[src/rtl/tmds_pkg.sv]
// Shared definitions for the TMDS link sequencer: state encoding, DVI control
// tokens and channel geometry.
package tmds_pkg;

    localparam int TMDS_CHANNELS = 3;
    localparam int SYM_W         = 10;
    localparam int TMDS_W        = TMDS_CHANNELS * SYM_W;

    typedef enum logic [2:0] {
        ST_WAIT_LOCK = 3'd0,
        ST_SER_RESET = 3'd1,
        ST_SETTLE    = 3'd2,
        ST_CTRL      = 3'd3,
        ST_ACTIVE    = 3'd4
    } state_e;

    // DVI control tokens indexed by {vsync, hsync}
    localparam logic [SYM_W-1:0] CTRL_TOKEN_00 = 10'b1101010100;
    localparam logic [SYM_W-1:0] CTRL_TOKEN_01 = 10'b0010101011;
    localparam logic [SYM_W-1:0] CTRL_TOKEN_10 = 10'b0101010100;
    localparam logic [SYM_W-1:0] CTRL_TOKEN_11 = 10'b1010101011;

    function automatic logic [TMDS_W-1:0] ctrl_symbols(input logic [1:0] sync_sel);
        logic [SYM_W-1:0] tok;
        case (sync_sel)
            2'b00:   tok = CTRL_TOKEN_00;
            2'b01:   tok = CTRL_TOKEN_01;
            2'b10:   tok = CTRL_TOKEN_10;
            2'b11:   tok = CTRL_TOKEN_11;
            default: tok = CTRL_TOKEN_00;
        endcase
        return {TMDS_CHANNELS{tok}};
    endfunction

endpackage

[src/rtl/tmds_link_sequencer_if.sv]
// Signal bundle between the link sequencer, the TMDS encoders/PLL side and the
// serializer side.
interface tmds_link_sequencer_if;
    import tmds_pkg::*;

    logic              pll_lock;
    logic              restart;
    logic              frame_start;
    logic [TMDS_W-1:0] tmds_video;
    logic              ser_reset;
    logic [TMDS_W-1:0] tmds_internal;
    logic              link_up;
    logic [2:0]        state_o;

    modport master (
        output pll_lock, restart, frame_start, tmds_video,
        input  ser_reset, tmds_internal, link_up, state_o
    );

    modport slave (
        input  pll_lock, restart, frame_start, tmds_video,
        output ser_reset, tmds_internal, link_up, state_o
    );

endinterface

[src/rtl/sync_2ff.sv]
// Two-flop bit synchronizer with asynchronous active-low reset; each bit is
// synchronized independently.
module sync_2ff #(
    parameter int WIDTH = 1
) (
    input  logic             clk,
    input  logic             rst_n,
    input  logic [WIDTH-1:0] d,
    output logic [WIDTH-1:0] q
);

    logic [WIDTH-1:0] meta_r;
    logic [WIDTH-1:0] sync_r;

    // Metastability stage followed by the resolved stage
    always_ff @(posedge clk or negedge rst_n) begin
        if (!rst_n) begin
            meta_r <= '0;
            sync_r <= '0;
        end else begin
            meta_r <= d;
            sync_r <= meta_r;
        end
    end

    assign q = sync_r;

endmodule

[src/rtl/tmds_link_sequencer.sv]
// Power-up / recovery sequencer for the 3-channel TMDS serializer: waits for a
// stable PLL lock, resets and settles the serializers, sends control tokens,
// then forwards encoder video from a frame boundary.
module tmds_link_sequencer
    import tmds_pkg::*;
#(
    parameter int LOCK_STABLE    = 1024,
    parameter int SER_RST_CYCLES = 16,
    parameter int SETTLE_CYCLES  = 16,
    parameter int CTRL_CYCLES    = 64,
    parameter int CNT_W          = 16
) (
    input  logic                  clk_pixel,
    input  logic                  reset_n,
    tmds_link_sequencer_if.slave  bus
);

    localparam logic [CNT_W-1:0] LOCK_TC   = CNT_W'(LOCK_STABLE - 1);
    localparam logic [CNT_W-1:0] SER_TC    = CNT_W'(SER_RST_CYCLES - 1);
    localparam logic [CNT_W-1:0] SETTLE_TC = CNT_W'(SETTLE_CYCLES - 1);
    localparam logic [CNT_W-1:0] CTRL_TC   = CNT_W'(CTRL_CYCLES - 1);
    localparam logic [CNT_W-1:0] CNT_ZERO  = {CNT_W{1'b0}};
    localparam logic [CNT_W-1:0] CNT_ONE   = {{(CNT_W-1){1'b0}}, 1'b1};

    logic              lock_s;
    logic              legal_busy_s;
    state_e            state_r;
    state_e            state_n_s;
    logic [CNT_W-1:0]  cnt_r;
    logic [CNT_W-1:0]  cnt_n_s;
    logic              ser_reset_r;
    logic              ser_reset_n_s;
    logic              link_up_r;
    logic              link_up_n_s;
    logic [TMDS_W-1:0] tmds_r;
    logic [TMDS_W-1:0] tmds_n_s;

    sync_2ff #(.WIDTH(1)) u_lock_sync (
        .clk   (clk_pixel),
        .rst_n (reset_n),
        .d     (bus.pll_lock),
        .q     (lock_s)
    );

    assign legal_busy_s = (state_r == ST_SER_RESET) || (state_r == ST_SETTLE) ||
                          (state_r == ST_CTRL)      || (state_r == ST_ACTIVE);

    // Next-state and counter logic, with lock-loss / restart aborts overriding
    always_comb begin
        state_n_s = state_r;
        cnt_n_s   = cnt_r;
        case (state_r)
            ST_WAIT_LOCK: begin
                if (!lock_s) begin
                    cnt_n_s = CNT_ZERO;
                end else if (cnt_r == LOCK_TC) begin
                    state_n_s = ST_SER_RESET;
                    cnt_n_s   = CNT_ZERO;
                end else begin
                    cnt_n_s = cnt_r + CNT_ONE;
                end
            end
            ST_SER_RESET: begin
                if (cnt_r == SER_TC) begin
                    state_n_s = ST_SETTLE;
                    cnt_n_s   = CNT_ZERO;
                end else begin
                    cnt_n_s = cnt_r + CNT_ONE;
                end
            end
            ST_SETTLE: begin
                if (cnt_r == SETTLE_TC) begin
                    state_n_s = ST_CTRL;
                    cnt_n_s   = CNT_ZERO;
                end else begin
                    cnt_n_s = cnt_r + CNT_ONE;
                end
            end
            ST_CTRL: begin
                // Saturate at the terminal count; frame_start only counts once saturated
                if (cnt_r == CTRL_TC) begin
                    if (bus.frame_start) begin
                        state_n_s = ST_ACTIVE;
                        cnt_n_s   = CNT_ZERO;
                    end else begin
                        cnt_n_s = cnt_r;
                    end
                end else begin
                    cnt_n_s = cnt_r + CNT_ONE;
                end
            end
            ST_ACTIVE: begin
                cnt_n_s = CNT_ZERO;
            end
            default: begin
                state_n_s = ST_WAIT_LOCK;
                cnt_n_s   = CNT_ZERO;
            end
        endcase

        if (legal_busy_s) begin
            if (!lock_s) begin
                state_n_s = ST_WAIT_LOCK;
                cnt_n_s   = CNT_ZERO;
            end else if (bus.restart) begin
                state_n_s = ST_SER_RESET;
                cnt_n_s   = CNT_ZERO;
            end else begin
                state_n_s = state_n_s;
            end
        end else begin
            state_n_s = state_n_s;
        end
    end

    // Outputs are decoded from the next state so they line up with state_o
    always_comb begin
        ser_reset_n_s = (state_n_s == ST_WAIT_LOCK) || (state_n_s == ST_SER_RESET);
        link_up_n_s   = (state_n_s == ST_ACTIVE);
        if (state_n_s == ST_ACTIVE) begin
            tmds_n_s = bus.tmds_video;
        end else begin
            tmds_n_s = ctrl_symbols(2'b00);
        end
    end

    // State, counter and registered outputs
    always_ff @(posedge clk_pixel or negedge reset_n) begin
        if (!reset_n) begin
            state_r     <= ST_WAIT_LOCK;
            cnt_r       <= CNT_ZERO;
            ser_reset_r <= 1'b1;
            link_up_r   <= 1'b0;
            tmds_r      <= ctrl_symbols(2'b00);
        end else begin
            state_r     <= state_n_s;
            cnt_r       <= cnt_n_s;
            ser_reset_r <= ser_reset_n_s;
            link_up_r   <= link_up_n_s;
            tmds_r      <= tmds_n_s;
        end
    end

    assign bus.state_o       = state_r;
    assign bus.ser_reset     = ser_reset_r;
    assign bus.link_up       = link_up_r;
    assign bus.tmds_internal = tmds_r;

endmodule

[src/flat_wrapper.sv]
// flat-port wrapper written by rule: the top's interface ports become plain ports
module tmds_link_sequencer_flat import tmds_pkg::*;
#(
    parameter int LOCK_STABLE    = 1024,
    parameter int SER_RST_CYCLES = 16,
    parameter int SETTLE_CYCLES  = 16,
    parameter int CTRL_CYCLES    = 64,
    parameter int CNT_W          = 16
)
  (clk_pixel, reset_n, bus_pll_lock, bus_restart, bus_frame_start, bus_tmds_video, bus_ser_reset, bus_tmds_internal, bus_link_up, bus_state_o);
  tmds_link_sequencer_if bus_i ();
  input  logic clk_pixel;
  input  logic reset_n;
  input wire logic [$bits(bus_i.pll_lock)-1:0] bus_pll_lock;
  input wire logic [$bits(bus_i.restart)-1:0] bus_restart;
  input wire logic [$bits(bus_i.frame_start)-1:0] bus_frame_start;
  input wire logic [$bits(bus_i.tmds_video)-1:0] bus_tmds_video;
  output wire logic [$bits(bus_i.ser_reset)-1:0] bus_ser_reset;
  output wire logic [$bits(bus_i.tmds_internal)-1:0] bus_tmds_internal;
  output wire logic [$bits(bus_i.link_up)-1:0] bus_link_up;
  output wire logic [$bits(bus_i.state_o)-1:0] bus_state_o;
  assign bus_i.pll_lock = bus_pll_lock;
  assign bus_i.restart = bus_restart;
  assign bus_i.frame_start = bus_frame_start;
  assign bus_i.tmds_video = bus_tmds_video;
  assign bus_ser_reset = bus_i.ser_reset;
  assign bus_tmds_internal = bus_i.tmds_internal;
  assign bus_link_up = bus_i.link_up;
  assign bus_state_o = bus_i.state_o;
  tmds_link_sequencer #(.LOCK_STABLE(LOCK_STABLE), .SER_RST_CYCLES(SER_RST_CYCLES), .SETTLE_CYCLES(SETTLE_CYCLES), .CTRL_CYCLES(CTRL_CYCLES), .CNT_W(CNT_W)) u_core (.clk_pixel(clk_pixel), .reset_n(reset_n), .bus(bus_i));
endmodule
[config.mk]
export PLATFORM = sky130hd
export DESIGN_NAME = tmds_link_sequencer_flat
export DESIGN_NICKNAME = d
export VERILOG_FILES = /design/src/rtl/tmds_pkg.sv /design/src/rtl/tmds_link_sequencer_if.sv /design/src/rtl/sync_2ff.sv /design/src/rtl/tmds_link_sequencer.sv /design/src/flat_wrapper.sv
export SDC_FILE = /design/constraint.sdc
export NUM_CORES = 1
export LEC_CHECK = 0
export CORE_ASPECT_RATIO = 0.7
export CORE_MARGIN = 4
export CORE_UTILIZATION = 49
export DETAILED_ROUTE_END_ITERATION = 12
export PLACE_DENSITY = 0.84
export SLEW_MARGIN = 0
export SYNTH_ARGS = -nofsm -noshare
export SYNTH_HDL_FRONTEND = slang
export SYNTH_SLANG_ARGS = --single-unit
[constraint.sdc]
create_clock -name clk_pixel -period 4.1 [get_ports clk_pixel]
set_clock_uncertainty 0.2 [all_clocks]
set_input_delay 0.82 -clock clk_pixel [delete_from_list [all_inputs] [get_ports clk_pixel]]
set_output_delay 0.82 -clock clk_pixel [all_outputs]
set_load 0.03 [all_outputs]
Word level (Yosys, flattened, before mapping). Index checks and enable logic that the tools add are counted.

Register bits: 53. Output and inout port bits: 35. Logic and storage cells: 44.

Add/subtract/negate cells: 1. Equal/unequal tests: 9. Muxes and demuxes: 20. Reductions and logical operators: 7.

Operators with widths (number): 2-to-1 mux 16 bit (8); one-hot mux 16 bit (3 select lines) (1); 2-to-1 mux 30 bit (1); 2-to-1 mux 3 bit (9); adder 16 x 1 -> 16 bit, second input constant (1); equality test 16 x 10 -> 1 bit, second input constant (1); equality test 16 x 4 -> 1 bit, second input constant (1); equality test 16 x 6 -> 1 bit, second input constant (1); one-hot mux 3 bit (5 select lines) (1); equality test 3 x 1 -> 1 bit, second input constant (2); equality test 3 x 2 -> 1 bit, second input constant (2); equality test 3 bit, second input constant (2); logical NOT 3 bit (2); logical OR 1 bit (4); OR reduction 2 bit (1).

Depth between registers and ports, before layout.
Depth after elaboration: 9. Depth in mapped cells: 7. Depth with buffers taken out: 6.

Modules after synthesis. A second synthesis with hierarchy kept.

Cell total of the unflattened synthesis: 193. Area total of the unflattened synthesis: 2252.2 sq um.

Modules (own cells, without submodules): tmds_link_sequencer (times used 1, cells an instance 191, area an instance 2202.1 sq um); sync_2ff (times used 1, cells an instance 2, area an instance 50.0 sq um).

Least setup slack after synthesis. No wires, ideal clock.

Kind: register -> register. Start point: reg u_core.cnt_r[11]. End point: reg u_core.cnt_r[3]. Library setup time: 0.111 ns. Arrival time: 2.168 ns. Setup slack: 1.621 ns. Stages on the path, launching flop included: 5. Period minus slack after synthesis: 2.479 ns. Path through: dfrtp_1 or4_4 or3_4 or4_4 a2111oi_2.

Cells in the longest elaborated chain, start to end: 7.

RTL lines: start, declared (RTL line tmds_link_sequencer.sv:29) `logic [CNT_W-1:0] cnt_r;`; start signal, assigned (RTL line tmds_link_sequencer.sv:137) `cnt_r <= cnt_n_s;`; equality test 16 x 10 -> 1 bit (RTL line tmds_link_sequencer.sv:56) `end else if (cnt_r == LOCK_TC) begin`; 2-to-1 mux 16 bit (RTL line tmds_link_sequencer.sv:56); 2-to-1 mux 16 bit (RTL line tmds_link_sequencer.sv:54) `if (!lock_s) begin`; one-hot mux 16 bit (3 select lines) * (RTL line tmds_link_sequencer.sv:52) `case (state_r)`; 2-to-1 mux 16 bit (RTL line tmds_link_sequencer.sv:105) `end else if (bus.restart) begin`; 2-to-1 mux 16 bit (RTL line tmds_link_sequencer.sv:102) `if (!lock_s) begin`; 2-to-1 mux 16 bit * (RTL line tmds_link_sequencer.sv:101) `if (legal_busy_s) begin`; named net u_core.cnt_n_s[3] (RTL line tmds_link_sequencer.sv:30) `logic [CNT_W-1:0] cnt_n_s;`.

The timed path passes the listed nets; every way through them passes the cells marked *.

Worst setup path after layout.
Start point: reg u_core.cnt_r[6]. End point: reg u_core.tmds_r[10] (netlist: u_core.bus.tmds_internal[10]).

Cells in the longest elaborated chain, start to end: 9.

RTL lines: equality test 16 x 10 -> 1 bit (RTL line tmds_link_sequencer.sv:56); 2-to-1 mux 3 bit (RTL line tmds_link_sequencer.sv:56); 2-to-1 mux 3 bit (RTL line tmds_link_sequencer.sv:54); one-hot mux 3 bit (5 select lines) * (RTL line tmds_link_sequencer.sv:52); 2-to-1 mux 3 bit (RTL line tmds_link_sequencer.sv:105); 2-to-1 mux 3 bit (RTL line tmds_link_sequencer.sv:102); 2-to-1 mux 3 bit * (RTL line tmds_link_sequencer.sv:101); equality test 3 bit * (RTL line tmds_link_sequencer.sv:120) `if (state_n_s == ST_ACTIVE) begin`; 2-to-1 mux 30 bit * (RTL line tmds_link_sequencer.sv:120); named net u_core.tmds_n_s[10] (RTL line tmds_link_sequencer.sv:36) `logic [TMDS_W-1:0] tmds_n_s;`; end signal, assigned (RTL line tmds_link_sequencer.sv:134) `tmds_r <= ctrl_symbols(2'b00);`; end signal, assigned (RTL line tmds_link_sequencer.sv:140) `tmds_r <= tmds_n_s;`; end, declared (RTL line tmds_link_sequencer.sv:35) `logic [TMDS_W-1:0] tmds_r;`.

Marks and branches as above.

==> run_results.csv <==
group,metric,value,unit
clock_tree,cts-resized-gates,0,
place,portBuffers,69,
clock_tree,cts_tree,"yes",
sta,hold_viol,0,
status,status,"finished clean",
layout,nets,303,
global_route,use_met3,6.19,%
layout,antennaDiodeCount,0,
sta,tightest_slew,1100,ps
worst_setup_path,startpoint_type,"flop",
floorplan,pin_count,70,
logic_synthesis,syn_inst,197,
sta,fin_crit_sh,72.1,%
power,power.internal,0.726,mW
sta,layout_min_cycle_time,2960,ps
sta,max-slew-margin-rel,26.4,%
clock_tree,htree_levels,2,
route,route.vias.total,1778,
global_route,grt.met1_usage,25.5,%
floorplan,start_util,50.9,%
logic_synthesis,synth_edf_count,0,
route,drc,0,
sta,tns,0,ps
logic_synthesis,syn_nets,233,
route,drt_wl_total,5090,um
route,drtIter0Drc,145,
floorplan,fp.dieW,88.4,um
worst_setup_path,slowest_stage,"or4_1",
clock_tree,cts_hold_buf,0,
logic_synthesis,synthesis.area,2210,um2
power,p_per_area,319,nW/um2
clock_tree,post_cts_buffers,0,
worst_setup_path,cp_top_family,"simple AND/OR/NAND/NOR gates",
clock_tree,numClockSinks,53,
global_route,grtUsageMet2,30.9,%
route,first_pass_iters,5,
global_route,track_usage,19.3,%
power,power.leakage,1.25,nW
floorplan,die_h,64.2,um
worst_setup_path,cp.buffers_inverters,1,
flow_run,cap_violations,0,
global_route,grt_pass1_vias,1725,
global_route,grt_pass1_wl,8360,um
clock_tree,clock-root-buffer,"clkbuf_8",
sta,setup_violations,0,
power,power_switching_share,24.9,%
layout,final_layout_size_suffix_gt1_share,12.7,%
global_route,grt_max_degree,54,
floorplan,fp-row-count,20,
layout,final_util,69.6,%
logic_synthesis,synth_warnings,0,
clock_tree,cts_inserted_buffers,5,
worst_setup_path,critPathCaptureType,"flop",
floorplan,core_area,4350,um2
logic_synthesis,ys_ff_latch,53,
power,pwr-share-comb,12.2,%
route,ant_nets,0,
sta,max_freq,0.338,GHz
sta,rsz0062_at_grt,"no",
layout,fill_cells,338,
sta,maxSlewViolCount,0,
worst_setup_path,crit_arrival,3000,ps
floorplan,die_area,5680,um2
global_route,grt_busiest_layer,"met2",
power,seqPwrFrac,59.0,%
logic_synthesis,syn_avg_cell_area,11.2,um2
global_route,antenna_found_initial,0,
clock_tree,clk_latency,300,ps
logic_synthesis,seq_area_frac_synth,60.8,%
place,place.gp.congestion,0.887,
logic_synthesis,ys.flop_type,"dfrtp_1",
clock_tree,clk_pin_slew,90,ps
place,dpl_worst_slack,1240,ps
min_path,hold_class,"reg2reg",
route,routed_via_density,5.50,
worst_setup_path,worstPathMaxFanout,17,
worst_setup_path,critPathMaxStageDelay,650,ps
power,p_clk_share,28.7,%
route,avgRoutedWirePerCell,15.8,um
sta,fin_ws,1140,ps
logic_synthesis,synthArstFlopShare,100,%
place,place_hpwl,3660,um
layout,area_growth,36.9,%
worst_setup_path,required,4140,ps
worst_setup_path,crit_type,"reg2reg",
sta,timing.hold.ws,156,ps
clock_tree,clockBufferDepth,2,
global_route,overflow,0,
power,power_switching,0.241,mW
logic_synthesis,ys_types,40,
worst_setup_path,path_cells,"or4_1, nor4_2, a31oi_1, buf_4, nor2_1, and2_1",
power,ir_worst_vdd,0.000189,V
-- per-stage QoR --
step	cell area (um2)	std cells	power, mW
2_1_floorplan	2210	197	0.635
3_3_place_gp	2950	315	0.694
3_5_place_dp	2950	315	0.698
4_1_cts	3030	323	0.976
5_1_grt	3030	323	1.02
6_report	3030	323	0.967
-- per-layer routing --
metal / part of all wire, % / up-vias
li1: - / 828
met1: 39 / 868
met2: 49 / 78
met3: 11 / 4
met4: 0.82 / 0
met5: 0 / -
-- area by class of cell --
type	count	area, um2	share of cell area [%]
Multi-Input combinational cell	135	833	27.5
Sequential cell	53	1350	44.4
Tap cell	55	68.8	2.27
Timing Repair Buffer	70	693	22.9
Inverter	2	7.51	0.248
Clock inverter	2	10.0	0.330
Clock buffer	6	72.6	2.39
-- kinds of logic after synthesis --
group | after synthesis | share of synthesized area (%)
xor+xnor | 13 | 5.14
simple gates | 102 | 25.9
buf+inv | 9 | 1.58
fa+ha+maj | 1 | 0.565
compound gates | 19 | 6.04
flops | 53 | 60.8
-- Yosys cell counts, types with 4 or more instances --
library cell	number	area [um2]
dfrtp_1	37	926
xor2_1	7	61.3
nor4_1	4	25.0
or3_1	18	113
dfstp_2	16	420
xnor2_1	6	52.6
clkbuf_1	6	22.5
nor2_1	24	90.1
nand2_1	9	33.8
and2_1	15	93.8
nand3_1	7	35.0
nor3_1	8	40.0
-- path summary, 6_finish.rpt --
kind	depth (start not counted)	startpoint	slack, ps	endpoint
worst max-delay path	6	u_core.cnt_r[6]$_DFF_PN0_	1140	u_core.bus.tmds_internal[10]$_DFF_PN0_
worst min register to register	0	u_core.u_lock_sync.meta_r$_DFF_PN0_	160	u_core.u_lock_sync.q$_DFF_PN0_
worst min-delay path	0	u_core.u_lock_sync.meta_r$_DFF_PN0_	160	u_core.u_lock_sync.q$_DFF_PN0_
max in group asynchronous	1	reset_n	2500	u_core.bus.state_o[2]$_DFF_PN0_
min in group asynchronous	1	reset_n	520	u_core.cnt_r[5]$_DFF_PN0_
worst max register to register	6	u_core.cnt_r[6]$_DFF_PN0_	1140	u_core.bus.tmds_internal[10]$_DFF_PN0_
-- layout by cell type (no fill, tap or decap), types with 5 or more instances in the layout --
| cell | netlist | routed |
|---|---|---|
| clkdlybuf4s50_1 | 0 | 68 |
| and2_1 | 15 | 15 |
| or3_1 | 18 | 18 |
| xnor2_1 | 6 | 6 |
| clkbuf_8 | 0 | 5 |
| dfrtp_1 | 37 | 37 |
| nor2_1 | 24 | 24 |
| nand2_1 | 9 | 9 |
| dfstp_2 | 16 | 16 |
| nand3_1 | 7 | 7 |
| xor2_1 | 7 | 7 |
| nor3_1 | 8 | 8 |
-- state kept, by name, summed over array words and instances, names as in the netlist --
signal and flops:
u_core.bus.ser_reset 1, u_core.u_lock_sync.meta_r 1, u_core.u_lock_sync.q 1, u_core.bus.state_o 3, u_core.bus.link_up 1, u_core.bus.tmds_internal 30
u_core.cnt_r 16
-- power groups by stage --
stage / logic [mW] / clock network, mW / registers, mW
4_1_cts: 0.119 / 0.288 / 0.570
5_1_grt: 0.133 / 0.311 / 0.574
3_3_place_gp: 0.116 / 0 / 0.578
3_5_place_dp: 0.119 / 0 / 0.579
6_report: 0.118 / 0.278 / 0.571
2_1_floorplan: 0.0634 / 0 / 0.572
No activity file was read; power rests on OpenSTA's default activity.
